## src/rtl/pipo_load_arbiter.sv

```systemverilog
// Round-robin arbiter that loads one requester's word into a parallel-in/parallel-out
// register, then cools down for HOLD cycles before arbitrating again.
module pipo_load_arbiter #(
    parameter int N    = 8,
    parameter int NREQ = 4,
    parameter int HOLD = 2
) (
    input  logic                      clk,
    input  logic                      reset,
    input  logic [NREQ-1:0]           req,
    input  logic [NREQ*N-1:0]         data,
    output logic [NREQ-1:0]           gnt,
    output logic [N-1:0]              po,
    output logic                      po_valid,
    output logic [$clog2(NREQ)-1:0]   owner,
    output logic                      busy
);

    localparam int IW = $clog2(NREQ);

    typedef enum logic [1:0] {
        S_IDLE = 2'd0,
        S_LOAD = 2'd1,
        S_COOL = 2'd2
    } state_t;

    state_t          r_state;
    state_t          w_next_state;
    logic [IW-1:0]   r_ptr;
    logic [IW-1:0]   r_win;
    logic [3:0]      r_cool;
    logic [N-1:0]    r_po;
    logic            r_po_valid;
    logic [IW-1:0]   r_owner;
    logic            w_found;
    logic [IW-1:0]   w_winner;

    // Search starts one past the last owner so every holder is reached within NREQ grants.
    always_comb begin
        int            idx;
        logic [IW-1:0] cand;
        w_found  = 1'b0;
        w_winner = r_ptr;
        idx      = 0;
        cand     = '0;
        for (int k = 1; k <= NREQ; k++) begin
            idx = int'(r_ptr) + k;
            if (idx >= NREQ) begin
                idx = idx - NREQ;
            end
            cand = IW'(idx);
            if (!w_found && req[cand]) begin
                w_found  = 1'b1;
                w_winner = cand;
            end
        end
    end

    always_ff @(posedge clk or negedge reset) begin
        if (!reset) begin
            r_state <= S_IDLE;
        end else begin
            r_state <= w_next_state;
        end
    end

    always_comb begin
        w_next_state = r_state;
        gnt          = '0;
        case (r_state)
            S_IDLE: begin
                if (w_found) begin
                    w_next_state = S_LOAD;
                end
            end
            S_LOAD: begin
                gnt[r_win]   = 1'b1;
                w_next_state = (HOLD == 0) ? S_IDLE : S_COOL;
            end
            S_COOL: begin
                if (r_cool == '0) begin
                    w_next_state = S_IDLE;
                end
            end
            default: begin
                w_next_state = S_IDLE;
            end
        endcase
    end

    // ptr resets to NREQ-1 so requester 0 wins the first arbitration.
    always_ff @(posedge clk or negedge reset) begin
        if (!reset) begin
            r_ptr      <= IW'(NREQ - 1);
            r_win      <= '0;
            r_cool     <= '0;
            r_po       <= '0;
            r_po_valid <= 1'b0;
            r_owner    <= '0;
        end else begin
            case (r_state)
                S_IDLE: begin
                    if (w_found) begin
                        r_win <= w_winner;
                    end
                end
                S_LOAD: begin
                    r_po       <= data[r_win*N +: N];
                    r_po_valid <= 1'b1;
                    r_owner    <= r_win;
                    r_ptr      <= r_win;
                    r_cool     <= 4'(HOLD - 1);
                end
                S_COOL: begin
                    if (r_cool != '0) begin
                        r_cool <= r_cool - 4'd1;
                    end
                end
                default: begin
                    r_cool <= '0;
                end
            endcase
        end
    end

    assign po       = r_po;
    assign po_valid = r_po_valid;
    assign owner    = r_owner;
    assign busy     = (r_state != S_IDLE);

endmodule

```

## config.mk

```make
export PLATFORM = sky130hd
export DESIGN_NAME = pipo_load_arbiter
export DESIGN_NICKNAME = d
export VERILOG_FILES = /design/src/rtl/pipo_load_arbiter.sv
export SDC_FILE = /design/constraint.sdc
export NUM_CORES = 1
export LEC_CHECK = 0
export CAP_MARGIN = 30
export CORE_UTILIZATION = 61
export DETAILED_ROUTE_END_ITERATION = 7
export DONT_BUFFER_PORTS = 1
export PLACE_DENSITY = 0.75
export SYNTH_ARGS = -nofsm -noshare
export SYNTH_HDL_FRONTEND = slang
export SYNTH_SLANG_ARGS = --single-unit
```

## constraint.sdc

```tcl
create_clock -name clk -period 2.1 [get_ports clk]
set_clock_uncertainty 0.15 [all_clocks]
set_input_delay 0.42 -clock clk [delete_from_list [all_inputs] [get_ports clk]]
set_output_delay 0.42 -clock clk [all_outputs]
set_load 0.05 [all_outputs]
```

==> flow_metrics.tcl <==
set metrics [dict create \
    n_antenna_cell 0 \
    portBuffers 0 \
    grt_util_all_layers_pct 24.9 \
    viasPerCell 6.38 \
    timing.slew.headroom_pct 37.7 \
    p_per_area_mw_per_mm2 1830 \
    avgSynthCellArea_um2 9.47 \
    synth_area_mm2 0.00125 \
    postSynth.topFlopCell "dfrtp_1" \
    max-cap-violations 0 \
    place_area_mm2 0.00138 \
    htreeDepth 1 \
    cp_max_fo 10 \
    finalSetupViolCount 0 \
    r2r_slack_ps 200 \
    synth_commonest_cells "dfrtp_1 (19), o21ai_0 (17), inv_1 (12)" \
    cp-end-kind "primary output" \
    max_clock_freq_ghz 0.486 \
    hold_path.class "in2reg" \
    p_clk_share_pct 7.4 \
    clkTransAtPathRegs_ps 110 \
    dr.pass1.iters 5 \
    p_seq_share_pct 42.4 \
    synth_seq_cells 21 \
    start_util_pct 64.4 \
    synth_area_leaders "dfrtp_1 (38%), mux2_2 (7.2%), o21ai_0 (6.8%), ha_1 (5.0%), a21oi_1 (4.4%)" \
    avgRoutedWirePerCell_um 16.9 \
    hold_depth 2 \
    p_leak_uw 0.000603 \
    status "complete, no violations" \
    drive_gt1_share_pct 25.4 \
    final_nets 186 \
    synth_cells 132 \
    place.gp.congestion 0.755 \
    grt_pass1_vias 881 \
    min-delay-start "data[15]" \
    drt-total-wl_mm 2.86 \
    yosysMostFrequentCell "dfrtp_1" \
    worst_pin_slew_ps 932 \
    peakVddDrop_uv 1150 \
    fin_crit_ps 2060 \
    grt-busiest-layer "met2" \
    worstSkewPairLatency_ps 300 \
    row_count 16 \
    die_h_um 47.3 \
    synth_largest_area_cell "dfrtp_1" \
    syn_nets 175 \
    yosysSeqAreaShare_pct 42.2 \
    ys_async_sr_fraction_pct 100 \
    startpoint_type "flip-flop" \
    dp_worst_setup_slack_ps 250 \
    p_sw_share_pct 51.5 \
    cts-root-buf "clkbuf_4" \
    grt_antenna_before_repair 0 \
    drt-initial-drc-count 20 \
    hold_violations 0 \
    combPwrFrac_pct 50.3 \
    coreArea_mm2 0.00194 \
    postRouteAntennaNets 0 \
    worstRegToRegCells 5 \
    grt_pass1_wl_mm 3.80 \
    hpwl_mm 2.04 \
    grt_max_degree 22 \
    grt-ovfl-total 0 \
    holdPathEnd "po[7]" \
    cts_tree "done" \
    cp.required_ps 1530 \
    total_power_uw 2640 \
    chipWidth_um 47.3 \
    maxSlewViolCount 0 \
    synth_top_area_share_pct 38.0 \
    cts_buffer_depth 2 \
    fin_ws_ps 42.2 \
    synth-edff-count 0 \
    crit_type "reg2out" \
    vias 1078 \
    use_met1_pct 32.1 \
    yosys_warnings 0 \
    fp.dieArea_mm2 0.00223 \
    use_met3_pct 6.54 \
    fin_crit_sh_pct 98.0 \
    pin_count 54 \
    placedCellCount 162 \
    fin_util_pct 74.4 \
    use_met2_pct 38.6 \
    cts_sinks 21 \
    rr_endpoint "r_state[1]" \
    r2r_start "r_cool[0]" \
    finalInstanceArea_mm2 0.00144 \
    p_sw_uw 1360 \
    drc 0 \
    numCtsBuffers 3 \
    cp.arrival_ps 1490 \
    fin_cells 169 \
    cellInternalPower_uw 1280 \
    ys_types 36 \
    area_delta_synth_final_pct 15.5 \
]
-- how the worst max path moves through the flow --
stage / startpoint / to / slack (ps) / cells past startpoint
final: r_state[1] / gnt[2] / 40 / 5
after global routing: r_state[1] / gnt[2] / -30 / 5
after CTS: r_state[0] / busy / 30 / 4
after detailed placement: r_cool[0] / r_state[1] / 250 / 5
after global placement: r_cool[0] / r_cool[1] / 290 / 5
after floorplan: r_state[1] / gnt[0] / -90 / 5
-- registers in the layout, summed over array words and instances (netlist names) --
| register | flops |
|---|---|
| owner | 2 |
| po | 8 |
| r_win | 2 |
| r_state | 2 |
| r_ptr | 2 |
| r_cool | 4 |
| po_valid | 1 |
-- cell usage in the layout (no fill, tap or decap), types with 2 or more instances in the layout --
cell type	instances
a21oi_1	11
buf_12	2
buf_4	10
clkbuf_4	3
dfrtp_1	19
dfstp_2	2
ha_1	3
inv_1	12
mux2_2	8
mux2i_1	2
nand2_1	5
nor2_1	3
o21ai_0	17
o22ai_1	8
or3_1	8
-- timing repair --
item                                    4_1_cts  5_1_grt
gates cloned                                  0        0
hold endpoints to repair                     21        0
resized for setup                             2        1
endpoints found under the setup margin        4        2
hold buffers                                  1        0
buffers inserted                              0        2
pin swaps                                     0        0
-- cells by family (layout without fill, tap and decap cells) --
logic type	after synthesis	in the layout	synth area share (%)
AOI/OAI and AO/OA	45	45	22.1
and+or+nand+nor	30	30	13.9
DFF	21	21	42.2
buffers and inverters	19	29	5.81
muxes	12	12	10.9
adders and majority gates	5	5	5.01
-- metrics by stage --
step | hold slack [ps] | TNS, ps
2_1_floorplan | -25.6 | -88.2
3_3_place_gp | -25.2 | 0
3_5_place_dp | -25.2 | 0
4_1_cts | 138 | 0
5_1_grt | 133 | -42.8
6_report | 142 | 0
-- worst max-delay path, stage by stage, from the launching register on --
cell	delay, ps
dfrtp_1	410
inv_1	140
ha_4	210
nand2_1	130
nor2_4	150
buf_12	140
-- cell type report --
class | count | area, um^2
repair buffers | 13 | 125
fillers | 135 | 498
well taps | 27 | 33.8
flip-flops and latches | 21 | 528
multi-input cells | 92 | 684
inverters | 12 | 45.0
clock buffers | 3 | 22.5
clock inverters | 1 | 5.00
-- power groups by stage --
stage               logic [uW]  clock network [uW]  registers (uW)
finish                    1330                 195            1120
global route              1440                 221            1150
CTS                       1270                 199            1120
detailed placement        1240                   0            1120
global placement          1190                   0            1110
floorplan                  982                   0            1030
-- metal layers --
| metal | share of wire [%] | vias to the layer above |
|---|---|---|
| li1 | - | 502 |
| met1 | 42 | 518 |
| met2 | 50 | 47 |
| met3 | 5.7 | 11 |
| met4 | 2.1 | 0 |
| met5 | 0 | - |
Note: power is estimated with default switching activity, not from simulation.
